File: src/rtl/wb_slave_bridge.sv
// Wishbone classic slave that maps IM/input/weight buffer writes, output-buffer
// reads and a small control/status block onto a single SRAM-controller port.
module wb_slave_bridge #(
   parameter logic [31:0] BASE_ADDR = 32'h3000_0000
) (
   input  logic        clk,
   input  logic        reset,
   input  logic        wbs_cyc_i,
   input  logic        wbs_stb_i,
   input  logic        wbs_we_i,
   input  logic [3:0]  wbs_sel_i,
   input  logic [31:0] wbs_adr_i,
   input  logic [31:0] wbs_dat_i,
   output logic        wbs_ack_o,
   output logic [31:0] wbs_dat_o,
   output logic [1:0]  select_buff,
   output logic        buffer_wr_en,
   output logic        buffer_rd_en,
   output logic [5:0]  buffer_addr,
   output logic [31:0] buffer_data_o,
   input  logic [31:0] buffer_data_i,
   input  logic [7:0]  buf_flags,
   output logic        enable_PC_IM,
   output logic        cntrl_reset
);

   typedef enum logic [2:0] {IDLE, WRITE, RD_REQ, RD_WAIT, ACK} state_t;

   state_t      state_reg, state_next;
   logic [11:0] adr_reg;
   logic [1:0]  ctrl_dat_reg;
   logic        we_reg;
   logic [3:0]  sel_reg;

   logic        base_match, accept;
   logic [4:0]  region_hot;
   logic        in_range, wr_ok, ctrl_off0, ctrl_off4;
   logic        ack_next, wr_next, rd_next;
   logic [31:0] rdata_next;

   assign base_match = (wbs_adr_i[31:12] == BASE_ADDR[31:12]);
   assign accept     = (state_reg == IDLE) && wbs_cyc_i && wbs_stb_i && base_match && !wbs_ack_o;

   // One-hot decode of the mapped regions (0..4); anything else is unmapped.
   genvar gi;
   generate
      for (gi = 0; gi < 5; gi++) begin : g_region
         assign region_hot[gi] = (adr_reg[11:8] == 4'(gi));
      end
   endgenerate

   assign in_range  = region_hot[0] || (adr_reg[7:6] == 2'b00);
   assign wr_ok     = (region_hot[0] || region_hot[1] || region_hot[2]) && in_range && (|sel_reg);
   assign ctrl_off0 = region_hot[4] && (adr_reg[7:0] == 8'h00);
   assign ctrl_off4 = region_hot[4] && (adr_reg[7:0] == 8'h04);

   always_comb begin
      state_next = state_reg;
      ack_next   = 1'b0;
      wr_next    = 1'b0;
      rd_next    = 1'b0;
      rdata_next = 32'h0;
      case (state_reg)
         IDLE: begin
            if (accept) begin
               if (wbs_we_i)                    state_next = WRITE;
               else if (wbs_adr_i[11:8] == 4'd3) state_next = RD_REQ;
               else                             state_next = ACK;
            end
         end
         WRITE: begin
            wr_next    = wr_ok;
            ack_next   = 1'b1;
            state_next = IDLE;
         end
         RD_REQ: begin
            rd_next    = 1'b1;
            state_next = RD_WAIT;
         end
         RD_WAIT: state_next = ACK;
         ACK: begin
            ack_next   = 1'b1;
            state_next = IDLE;
         end
         default: state_next = IDLE;
      endcase
      // Strobes are registered, so buffer_data_i answers during ACK.
      if (region_hot[3])  rdata_next = buffer_data_i;
      else if (ctrl_off0) rdata_next = {30'b0, cntrl_reset, enable_PC_IM};
      else if (ctrl_off4) rdata_next = {24'b0, buf_flags};
   end

   always_ff @(posedge clk) begin
      if (reset) begin
         state_reg     <= IDLE;
         adr_reg       <= '0;
         ctrl_dat_reg  <= '0;
         we_reg        <= 1'b0;
         sel_reg       <= '0;
         wbs_ack_o     <= 1'b0;
         wbs_dat_o     <= '0;
         buffer_wr_en  <= 1'b0;
         buffer_rd_en  <= 1'b0;
         select_buff   <= '0;
         buffer_addr   <= '0;
         buffer_data_o <= '0;
         enable_PC_IM  <= 1'b0;
         cntrl_reset   <= 1'b1;
      end else begin
         state_reg    <= state_next;
         wbs_ack_o    <= ack_next;
         buffer_wr_en <= wr_next;
         buffer_rd_en <= rd_next;
         // Buffer-side address/data settle a cycle ahead of the strobe.
         if (accept) begin
            adr_reg       <= wbs_adr_i[11:0];
            ctrl_dat_reg  <= wbs_dat_i[1:0];
            we_reg        <= wbs_we_i;
            sel_reg       <= wbs_sel_i;
            select_buff   <= wbs_adr_i[9:8];
            buffer_addr   <= (wbs_adr_i[11:8] == 4'd0) ? wbs_adr_i[7:2] : {2'b00, wbs_adr_i[5:2]};
            buffer_data_o <= wbs_dat_i;
         end
         if (state_reg == ACK && !we_reg)
            wbs_dat_o <= rdata_next;
         if (state_reg == WRITE && ctrl_off0 && sel_reg[0]) begin
            enable_PC_IM <= ctrl_dat_reg[0];
            cntrl_reset  <= ctrl_dat_reg[1];
         end
      end
   end

endmodule

File: config.mk
export PLATFORM = sky130hd
export DESIGN_NAME = wb_slave_bridge
export DESIGN_NICKNAME = d
export VERILOG_FILES = /design/src/rtl/wb_slave_bridge.sv
export SDC_FILE = /design/constraint.sdc
export NUM_CORES = 1
export LEC_CHECK = 0
export ABC_AREA = 0
export BUFFER_PORTS_ARGS = -buffer_cell sky130_fd_sc_hd__buf_4
export CAP_MARGIN = 20
export CORE_ASPECT_RATIO = 1.5
export CORE_MARGIN = 1.5
export CORE_UTILIZATION = 40
export DETAILED_ROUTE_END_ITERATION = 10
export PLACE_DENSITY = 0.75
export SYNTH_ARGS = -nofsm -noshare
export SYNTH_HDL_FRONTEND = slang
export SYNTH_SLANG_ARGS = --single-unit
File: constraint.sdc
create_clock -name clk -period 1.7 [get_ports clk]
set_clock_uncertainty 0.1 [all_clocks]
set_input_delay 0.34 -clock clk [delete_from_list [all_inputs] [get_ports clk]]
set_output_delay 0.34 -clock clk [all_outputs]
set_load 0.005 [all_outputs]
# Word level (Yosys, flattened, before mapping)
# Index checks and enable logic that the tools add are counted.
[classes] bitwise=1 mul=0 add_sub_neg=0 n_reduce_logical=24 magnitude_cmp=0 n_div=0 n_mux=10 shift=0 eq_ne=12
[op_table] operator="2-to-1 mux 32 bit" n=1
[op_table] operator="equality test 20 x 18 -> 1 bit, second input constant" n=1
[op_table] operator="2-to-1 mux 8 bit" n=2
[op_table] operator="equality test 4 x 2 -> 1 bit, second input constant" n=3
[op_table] operator="logical AND 1 bit" n=11
[op_table] operator="2-to-1 mux 3 bit" n=3
[op_table] operator="one-hot mux 3 bit (3 select lines)" n=1
[op_table] operator="equality test 8 x 3 -> 1 bit, second input constant" n=1
[op_table] operator="logical NOT 4 bit" n=2
[op_table] operator="logical NOT 8 bit" n=1
[op_table] operator="equality test 3 x 2 -> 1 bit, second input constant" n=2
[op_table] operator="2-to-1 mux 6 bit" n=1
[op_table] operator="equality test 4 x 1 -> 1 bit, second input constant" n=1
[op_table] operator="equality test 4 x 3 -> 1 bit, second input constant" n=1
[op_table] operator="OR reduction 2 bit" n=2
[op_table] operator="OR reduction 4 bit" n=1
[op_table] operator="equality test 3 x 1 -> 1 bit, second input constant" n=1
[op_table] operator="equality test 3 bit, second input constant" n=1
[op_table] operator="logical NOT 3 bit" n=1
[op_table] operator="logical OR 1 bit" n=3
[op_table] operator="logical NOT 1 bit" n=2
[op_table] operator="logical NOT 2 bit" n=1
[op_table] operator="2-to-1 mux 1 bit" n=2
[op_table] operator="!= test 2 bit, second input constant" n=1
[op_table] operator="NOT 1 bit" n=1
[word_totals] output_inout_bits=77 n_memories=0 word_cells=61 latch_bits=0 register_bits=99 mem_bits_ro=0 input_bits=113 mem_bits_rw=0

# Longest topological paths before layout
# Gate-level depths: netlist of run 1.
[depth] ltp_word=7 depth_mapped=7 depth_no_buf=4

# Worst setup path after synthesis of run 1
# Ideal clock, no wire load.
[synth_timing] path_type="register to register" startpoint="reg state_reg[0]" endpoint="reg wbs_dat_o[2]" setup_time_ns=0.058 path_stages_with_launch=6 setup_slack_ns=-0.067 n_path_buf=2 required_time_ns=1.542 synth_period_minus_slack_ns=1.767 t_arrival_ns=1.609 cell_sequence="dfxtp_1 -> buf_2 -> or4b_4 -> buf_6 -> nor4_4 -> a21o_1"
[synth_between] elab_chain_len=2
[synth_rtl] item="start: declaration" line="29" source="state_t state_reg, state_next;"
[synth_rtl] item="start signal: assignment" line="110" source="state_reg <= state_next;"
[synth_rtl] item="equality test 3 bit" line="124" source="if (state_reg == ACK && !we_reg)"
[synth_rtl] item="logical AND 1 bit" line="124"
[synth_rtl] item="end signal: assignment" line="125" source="wbs_dat_o <= rdata_next;"
[synth_rtl] item="end: declaration" line="15" source="output logic [31:0] wbs_dat_o,"
# Every way passes these cells.
# A chain may end at the register's enable or synchronous reset.

# Worst setup path in the final report of run 1
[layout_timing] startpoint="reg we_reg" endpoint="reg wbs_dat_o[3]"
[layout_between] elab_chain_len=2
[layout_rtl] item="start: declaration" line="32" source="logic we_reg;"
[layout_rtl] item="start signal: assignment" line="118" source="we_reg <= wbs_we_i;"
[layout_rtl] item="logical NOT 1 bit" line="124"
[layout_rtl] item="logical AND 1 bit" line="124"
# Every way passes these cells.

==> impl_metrics.yaml, run 1 <==
run_status:
  status: "finished, violations left"
  violations: "setup timing"
sta:
  setup_viol: 6
  holdWs_ns: 0.100
  setup_ws_ns: -0.00962
  maxSlewHeadroom: 0.632
  final-max-slew-violation-count: 0
  fmax_ghz: 0.585
  rsz0062_at_grt: "yes"
  hold_violations: 0
  fin_crit_ns: 1.71
  tightest_slew_ns: 0.550
  fin_crit_sh: 1.01
floorplanning:
  num_io_pins: 190
  start_util: 0.415
  die_h_um: 121
  die-width_um: 81.4
  core_area_um2: 8880
  die_area_um2: 9810
  rows: 42
placement:
  numPortBuffers: 189
  place_congestion: 0.789
  post-place-ws_ns: -0.149
  dpl.hpwl_um: 7840
  dp.cells: 691
min_path:
  hp-start: "buf_flags[2]"
  hp-class: "in -> reg"
  min_path_cells: 2
  min_to: "wbs_dat_o[2]"
synthesis:
  synth_edf_count: 0
  synth_most_common_cell: "nand2_1"
  async_reset_ff_frac: 0
  seq_area_frac_synth: 0.495
  yosysWarnings: 0
  syn_inst: 398
  syn_area_per_cell_um2: 9.26
  yosys-top-cells-count: "nand2_1, dfxtp_1, mux2i_1"
  synth-seq-cells: 91
  netlist_area_um2: 3680
  ys.flop_type: "dfxtp_1"
  synth_cell_types: 37
  synth_fp_nets: 511
  synth_area_leaders: "dfxtp_1, mux2i_1, nand2_1, a22oi_1, nor2_1"
  synth_top_cell_area_share: 0.495
  synth_top_area_cell: "dfxtp_1"
clock_network:
  clk_latency_ns: 0.33
  cts_hold_buf: 0
  numCtsBuffers: 9
  clk_pin_slew_worst_paths_ns: 0.06
  cts_max_level: 3
  cts_tree: "yes"
  clockBufferDepth: 2
  cts-root-buf: "clkbuf_16"
  cts.sinks: 91
routing:
  ant_nets: 0
  drt_iter0_drc: 98
  drc: 0
  drt_wl_total_um: 10300
  routed_via_density: 4.96
  num_vias: 3537
  drt-pass1-iter-count: 4
  routedWlPerCell_um: 14.5
global_route:
  globalRouteOverflowTotal: 0
  met2_usage: 0.379
  antenna_found_initial: 0
  track_usage: 0.207
  grt_pass1_wl_um: 15700
  grt_start_max_net_pins: 47
  grt_pass1_vias: 3464
  use_met3: 0.0551
  use_met1: 0.211
  grt_busiest_layer: "met2"
worst_setup_path:
  critPathArrivalTime_ns: 1.89
  crit_path_end_kind: "flop"
  timing.rr.start: "we_reg"
  crit_type: "reg -> reg"
  path_max_fanout: 6
  crit_path_start_kind: "flop"
  rrSetupSlack_ns: -0.01
  worst_r2r_path_depth: 4
  worstPathRequired_ns: 1.88
  rr_endpoint: "wbs_dat_o[3]"
power_and_ir_drop:
  vdd_ir_drop_max_uv: 511
  p_per_area_nw_per_um2: 741
  p_leak_nw: 2.58
job:
  cap_violations: 0
cells_and_area:
  fill_cells: 744
  layout.cells.non_filler: 713
  utilization: 0.652
  finalNetCount: 712
  drive_gt1_frac: 0.434
  diodes: 0
  area_delta_synth_final_pct: 57.2
where the power goes:
group / leakage (nW) / switching (W) / internal [W]
combinational: 1.70 / 0.000116 / 0.000195
sequential: 0.737 / 0.000000000282 / 0.00213
clock: 0.141 / 0.000756 / 0.00110
total: 2.58 / 0.000871 / 0.00342
cell usage in the layout, fill, tap and decap left out, drive strengths merged, types with 4 or more instances in the layout:
master  netlist  final
nand2       101    101
nor4          7      7
dfxtp        91     91
o21ai         5      5
buf          17    221
mux2i        49     49
a21o          7      7
nor3          5      5
nand3         5      5
nor4b         4      4
a22oi        24     24
clkbuf       16     15
nor2         35     35
a22o          6      6
per-stage QoR:
step	TNS [ns]	instance area, µm²	power [W]
final	-0.0290	5790	0.00429
after global routing	-0.636	5790	0.00446
after CTS	-0.0173	5640	0.00434
after detailed placement	-6.04	5330	0.00249
after global placement	-3.80	5330	0.00248
after floorplan	-0.265	3690	0.00226
logic make-up (layout without fill, tap and decap cells):
logic type | after synthesis | in the layout | synth area share
flops | 91 | 91 | 0.495
buf+inv | 36 | 241 | 0.0530
simple gates | 166 | 166 | 0.202
compound gates | 53 | 53 | 0.108
xor+xnor | 1 | 1 | 0.00238
mux | 51 | 51 | 0.139
worst max-delay path, cell delays in order (launching register included):
cell     delay, ns
dfxtp_2       0.33
or4b_4        0.62
nor4_4        0.30
buf_4         0.19
a21o_1        0.12
worst max path at each step:
stage,start,endpoint,slack (ns),cells past startpoint
after detailed placement,wbs_adr_i[15],buffer_data_o[15],-0.15,6
after global routing,we_reg,wbs_dat_o[7],-0.08,4
after floorplan,state_reg[0],wbs_dat_o[11],-0.01,6
final,we_reg,wbs_dat_o[3],-0.01,4
after CTS,state_reg[1],wbs_dat_o[7],-0.008,5
after global placement,wbs_adr_i[15],buffer_data_o[28],-0.09,6
what timing repair did:
action / CTS / global route
pin swaps: 9 / 6
cloned: 0 / 3
setup buffers: 2 / 3
gates resized for setup: 10 / 14
setup endpoints to repair: 73 / 63
area by class of cell:
class | count | area, µm² | area share
clock buffers | 13 | 270 | 0.0467
clock inverters | 2 | 10.0 | 0.00173
inverters | 3 | 11.3 | 0.00194
multi-input cells | 271 | 1730 | 0.299
flip-flops and latches | 91 | 1840 | 0.317
well taps | 110 | 138 | 0.0238
repair buffers | 223 | 1800 | 0.310
metal layers:
layer	up-vias	wire length [µm]
met5	-	0
met4	0	130
met3	12	886
met2	138	5540
met1	1613	3770
li1	1774	-
Power figures use the tool's default switching activity.
==> run 2, diff against run 1 <==
--- a/config.mk
+++ b/config.mk
@@ -13,6 +13,7 @@
 export CORE_UTILIZATION = 40
 export DETAILED_ROUTE_END_ITERATION = 10
 export PLACE_DENSITY = 0.75
+export REMOVE_ABC_BUFFERS = 1
 export SYNTH_ARGS = -nofsm -noshare
 export SYNTH_HDL_FRONTEND = slang
 export SYNTH_SLANG_ARGS = --single-unit
==> impl_metrics.yaml, run 2 (synthesis results as in run 1) <==
cells_and_area:
  area_delta_synth_final_pct: 56.0
  drive_gt1_frac: 0.424
  seq_area_um2: 1830
  multi_input_area_um2: 1730
  fill_cells: 752
  layout_commonest_cell: "buf_4"
  mostFrequentLayoutCells: "buf_4, nand2_1, dfxtp_1"
  stdcell_area_um2: 5750
  diodes: 0
  finalNetCount: 704
routing:
  ant_nets: 0
  num_vias: 3564
  drt_iter0_drc: 161
  routed_via_density: 5.05
  drt-pass1-iter-count: 4
  routedWlPerCell_um: 14.6
  drc: 0
  drt_wl_total_um: 10300
sta:
  hold_violations: 0
  maxSlewHeadroom: 0.729
  fin_crit_sh: 0.980
  fmax_ghz: 0.600
  final-max-slew-violation-count: 0
  setup_ws_ns: 0.0347
  tightest_slew_ns: 0.404
  finalSetupTns_ns: 0
  setup_viol: 0
  fin_crit_ns: 1.67
  rsz0062_at_grt: "yes"
worst_setup_path:
  startpoint: "state_reg[1]"
  crit_path_end_kind: "flop"
  worstPathRequired_ns: 1.82
  path_max_fanout: 5
  timing.rr.start: "state_reg[1]"
  endpoint: "wbs_dat_o[0]"
  crit_type: "reg -> reg"
  worst_r2r_path_depth: 4
  rr_endpoint: "wbs_dat_o[0]"
  rrSetupSlack_ns: 0.03
  critPathArrivalTime_ns: 1.78
  crit_path_start_kind: "flop"
clock_network:
  cts_tree: "yes"
  cts.sinks: 91
  cts-root-buf: "clkbuf_16"
  clockBufferDepth: 2
  cts_hold_buf: 0
  numCtsBuffers: 9
  clk_latency_ns: 0.34
  clk_pin_slew_worst_paths_ns: 0.06
  cts_max_level: 3
global_route:
  grt_start_max_net_pins: 60
  use_met3: 0.0566
  grt_pass1_wl_um: 15300
  grt_pass1_vias: 3385
  globalRouteOverflowTotal: 0
  antenna_found_initial: 0
  met2_usage: 0.376
  grt_busiest_layer: "met2"
  use_met1: 0.208
  track_usage: 0.201
placement:
  place_congestion: 0.779
  numPortBuffers: 189
  dpl_cell_area_um2: 5280
  dpl.hpwl_um: 7830
  post-place-ws_ns: -0.141
run_status:
  status: "finished clean"
floorplanning:
  core_area_um2: 8880
  die-width_um: 81.4
  die_h_um: 121
  die_area_um2: 9810
  rows: 42
  num_io_pins: 190
  start_util: 0.415
power_and_ir_drop:
  vdd_ir_drop_max_uv: 618
  power_w: 0.00448
  p_per_area_nw_per_um2: 780
  p_leak_nw: 2.53
job:
  cap_violations: 0
min_path:
  hp-class: "in -> reg"
[run 2: cell count changes in the layout (fill, tap and decap cells not counted), moves of 2 or more]
cell,previous run,this run
buf_12,6,4
buf_4,212,206
buf_6,3,1
clkbuf_8,3,1
clkinv_2,2,0
clkinvlp_4,0,2
dfxtp_1,84,87
dfxtp_4,2,0
inv_6,0,2
[run 2: layout make-up]
cell class | count | area share
multi-input combinational | 271 | 0.301
inverter | 3 | 0.00196
tap | 110 | 0.0239
clock inverter | 6 | 0.0124
timing repair buffer | 215 | 0.301
clock buffer | 10 | 0.0416
sequential | 91 | 0.318
[run 2: metal layers]
layer | vias to the layer above | wire [µm] | share of wire
met5 | - | 0 | 0
met4 | 0 | 91 | 0.0088
met3 | 9 | 817 | 0.079
met2 | 129 | 5590 | 0.54
met1 | 1665 | 3840 | 0.37
li1 | 1761 | - | -
[run 2: power by group]
part / total, W / switching, W / leakage, nW / internal (W)
clock network: 0.00204 / 0.000851 / 0.146 / 0.00119
logic: 0.000307 / 0.000115 / 1.65 / 0.000192
registers: 0.00213 / 0.000000000283 / 0.735 / 0.00213
total: 0.00448 / 0.000965 / 2.53 / 0.00351
[run 2: worst min-delay path by stage]
stage / start / end / slack (ns) / depth (start not counted)
after global placement: adr_reg[1] / adr_reg[1] / 0.34 / 2
after global routing: buf_flags[5] / wbs_dat_o[5] / 0.1 / 2
after detailed placement: buffer_data_o[12] / buffer_data_o[12] / 0.35 / 2
final: buf_flags[3] / wbs_dat_o[3] / 0.1 / 2
after floorplan: reset / enable_PC_IM / 0.31 / 1
after CTS: buf_flags[5] / wbs_dat_o[5] / 0.09 / 2
[run 2: what timing repair did]
item	in CTS	in global routing
gates resized for setup	0	18
endpoints found under the setup margin	0	69
buffers inserted	0	1
[run 2: worst max-delay path: stages (launching register included)]
cell and delay, ns:
dfxtp_2 0.32, or4b_4 0.60, buf_4 0.17, a221oi_1 0.27, nor2_1 0.09
[run 2: per-stage QoR]
step	hold slack [ns]	cells	util
after floorplan	0.309	365	-
after global placement	0.344	687	0.595
after detailed placement	0.351	687	0.595
after CTS	0.0916	703	0.630
after global routing	0.0968	706	0.647
final	0.0971	706	0.647
==> run 3, diff against run 2 <==
--- a/config.mk
+++ b/config.mk
@@ -5,7 +5,7 @@
 export SDC_FILE = /design/constraint.sdc
 export NUM_CORES = 1
 export LEC_CHECK = 0
-export ABC_AREA = 0
+export ABC_AREA = 1
 export BUFFER_PORTS_ARGS = -buffer_cell sky130_fd_sc_hd__buf_4
 export CAP_MARGIN = 20
 export CORE_ASPECT_RATIO = 1.5
==> impl_metrics.yaml, run 3 <==
synthesis:
  syn_inst: 501
  synth_most_common_cell: "nor2_1"
  synth_edf_count: 0
  yosys.area_share.simple: 0.285
  syn_area_per_cell_um2: 7.38
  synth-seq-cells: 91
  seq_area_frac_synth: 0.492
  synth_top_cell_area_share: 0.492
  async_reset_ff_frac: 0
  ys.flop_type: "dfxtp_1"
  synth_area_leaders: "dfxtp_1, nor2_1, nand2_1, a21oi_1, nand3_1"
  yosys-top-cells-count: "nor2_1, dfxtp_1, nand2_1"
  synth_compound_area_frac: 0.143
  synth_top_family_by_area: "simple AND/OR/NAND/NOR gates"
  synth_xor_area_frac: 0
  synthAdderAreaFrac: 0
  muxShareOfSynthArea: 0
  synth_cell_types: 28
  yosysWarnings: 0
  netlist_area_um2: 3700
  synth_top_area_cell: "dfxtp_1"
clock_network:
  clockBufferDepth: 2
  cts_max_level: 3
  numCtsBuffers: 9
  cts.sinks: 91
  clk_latency_ns: 0.33
  clk_pin_slew_worst_paths_ns: 0.06
  cts-root-buf: "clkbuf_16"
  cts_tree: "yes"
  cts_hold_buf: 0
placement:
  dp.cells: 776
  dpl.hpwl_um: 7640
  numPortBuffers: 189
  post-place-ws_ns: 0.0778
  place_congestion: 0.810
cells_and_area:
  layout.cells.non_filler: 792
  drive_gt1_frac: 0.333
  finalNetCount: 790
  layout_commonest_cell: "buf_4"
  mostFrequentLayoutCells: "buf_4, nor2_1, dfxtp_1"
  fill_cells: 832
  diodes: 0
  area_delta_synth_final_pct: 47.6
routing:
  drt-pass1-iter-count: 4
  drc: 0
  num_vias: 3858
  routedWlPerCell_um: 12.6
  ant_nets: 0
  drt_wl_total_um: 9950
  routed_via_density: 4.87
  drt_iter0_drc: 90
worst_setup_path:
  critPathBufInv: 2
  crit_path_max_incr_delay_ns: 0.33
  cp_top_family: "simple AND/OR/NAND/NOR gates"
  crit_path_end_kind: "flop"
  crit_path_cell_trace: "inv_2 > nand2_2 > nor2_4 > nand2_1 > nor2_2 > nand2_2 > buf_12 > o21ai_0 > a21oi_1"
  crit_type: "reg -> reg"
  worstPathRequired_ns: 1.80
  crit_path_start_kind: "flop"
  cp_slowest_cell: "dfxtp_1"
  path_max_fanout: 54
  crit_top_cell: "nand2_2"
  critPathArrivalTime_ns: 1.67
sta:
  tightest_slew_ns: 0.436
  fin_crit_ns: 1.57
  final-max-slew-violation-count: 0
  maxSlewHeadroom: 0.707
  hold_violations: 0
  fin_crit_sh: 0.921
  rsz0062_at_grt: "yes"
  fmax_ghz: 0.638
  finalSetupTns_ns: 0
  setup_ws_ns: 0.133
  setup_viol: 0
global_route:
  grt_start_max_net_pins: 55
  grt_pass1_vias: 3705
  track_usage: 0.202
  antenna_found_initial: 0
  grt_pass1_wl_um: 15800
  globalRouteOverflowTotal: 0
floorplanning:
  die_area_um2: 9850
  core_area_um2: 8880
  rows: 42
  die-width_um: 81.5
  num_io_pins: 190
  start_util: 0.417
  die_h_um: 121
power_and_ir_drop:
  p_per_area_nw_per_um2: 766
  p_leak_nw: 2.41
  vdd_ir_drop_max_uv: 576
min_path:
  hp-class: "in -> reg"
run_status:
  status: "finished clean"
job:
  cap_violations: 0
run 3: cell count changes after synthesis, moves of 21 or more:
cell	previous run	this run
inv_1	3	24
nand3_1	5	44
a22oi_1	24	0
nand2_1	101	62
nor2_1	33	119
o21ai_1	0	44
mux2i_1	49	0
a21oi_1	2	46
run 3: layout make-up:
type,count,area [µm²],area share
inverters,29,109,0.0199
multi-input cells,347,1590,0.290
clock buffers,11,233,0.0426
well taps,110,138,0.0252
repair buffers,199,1540,0.283
clock inverters,5,30.0,0.00550
flip-flops and latches,91,1820,0.334
run 3: per-stage QoR:
stage	util	cell area (µm²)	total power, W	hold slack [ns]
detailed placement	0.585	5190	0.00248	0.355
finish	0.615	5460	0.00418	0.147
floorplan	-	3510	0.00225	0.309
global route	0.615	5460	0.00435	0.144
global placement	0.585	5190	0.00248	0.351
CTS	0.615	5460	0.00424	0.132
run 3: cell families (layout without fill, tap and decap cells):
family                 after synthesis  count (layout)
DFF                                 91              91
buffers and inverters               63             244
AOI/OAI and AO/OA                  104             104
and+or+nand+nor                    243             243
run 3: final timing paths:
check | to | depth (start not counted) | startpoint | slack (ns)
min | buffer_data_o[2] | 3 | wbs_dat_i[2] | 0.15
max | buffer_addr[0] | 9 | state_reg[0] | 0.13
max reg2reg | buffer_addr[0] | 9 | state_reg[0] | 0.13
min reg2reg | wbs_dat_o[27] | 2 | wbs_dat_o[27] | 0.36
run 3: what timing repair did:
item                                    4_1_cts  5_1_grt
gates resized for setup                       0        1
setup buffers                                 0        0
hold endpoints to repair                      0        0
endpoints found under the setup margin        0        3
run 3: layer usage:
metal,global-route usage,share of wire,wire [µm]
met4,0.0647,0.011,110
met5,0,0,0
met2,0.367,0.53,5300
met3,0.0521,0.070,694
met1,0.220,0.39,3850
run 3: where the power goes:
group | switching, W | total, W | leakage (nW) | internal [W]
sequential | 0.000000000472 | 0.00213 | 0.733 | 0.00213
combinational | 0.000111 | 0.000304 | 1.55 | 0.000193
clock | 0.000762 | 0.00174 | 0.125 | 0.000983
run 3: worst register-to-register path, stage by stage, from the launching register on:
cell and delay (ns):
dfxtp_1 0.33, inv_2 0.08, nand2_2 0.09, nor2_4 0.13, nand2_1 0.08, nor2_2 0.11
nand2_2 0.07, buf_12 0.18, o21ai_0 0.22, a21oi_1 0.07
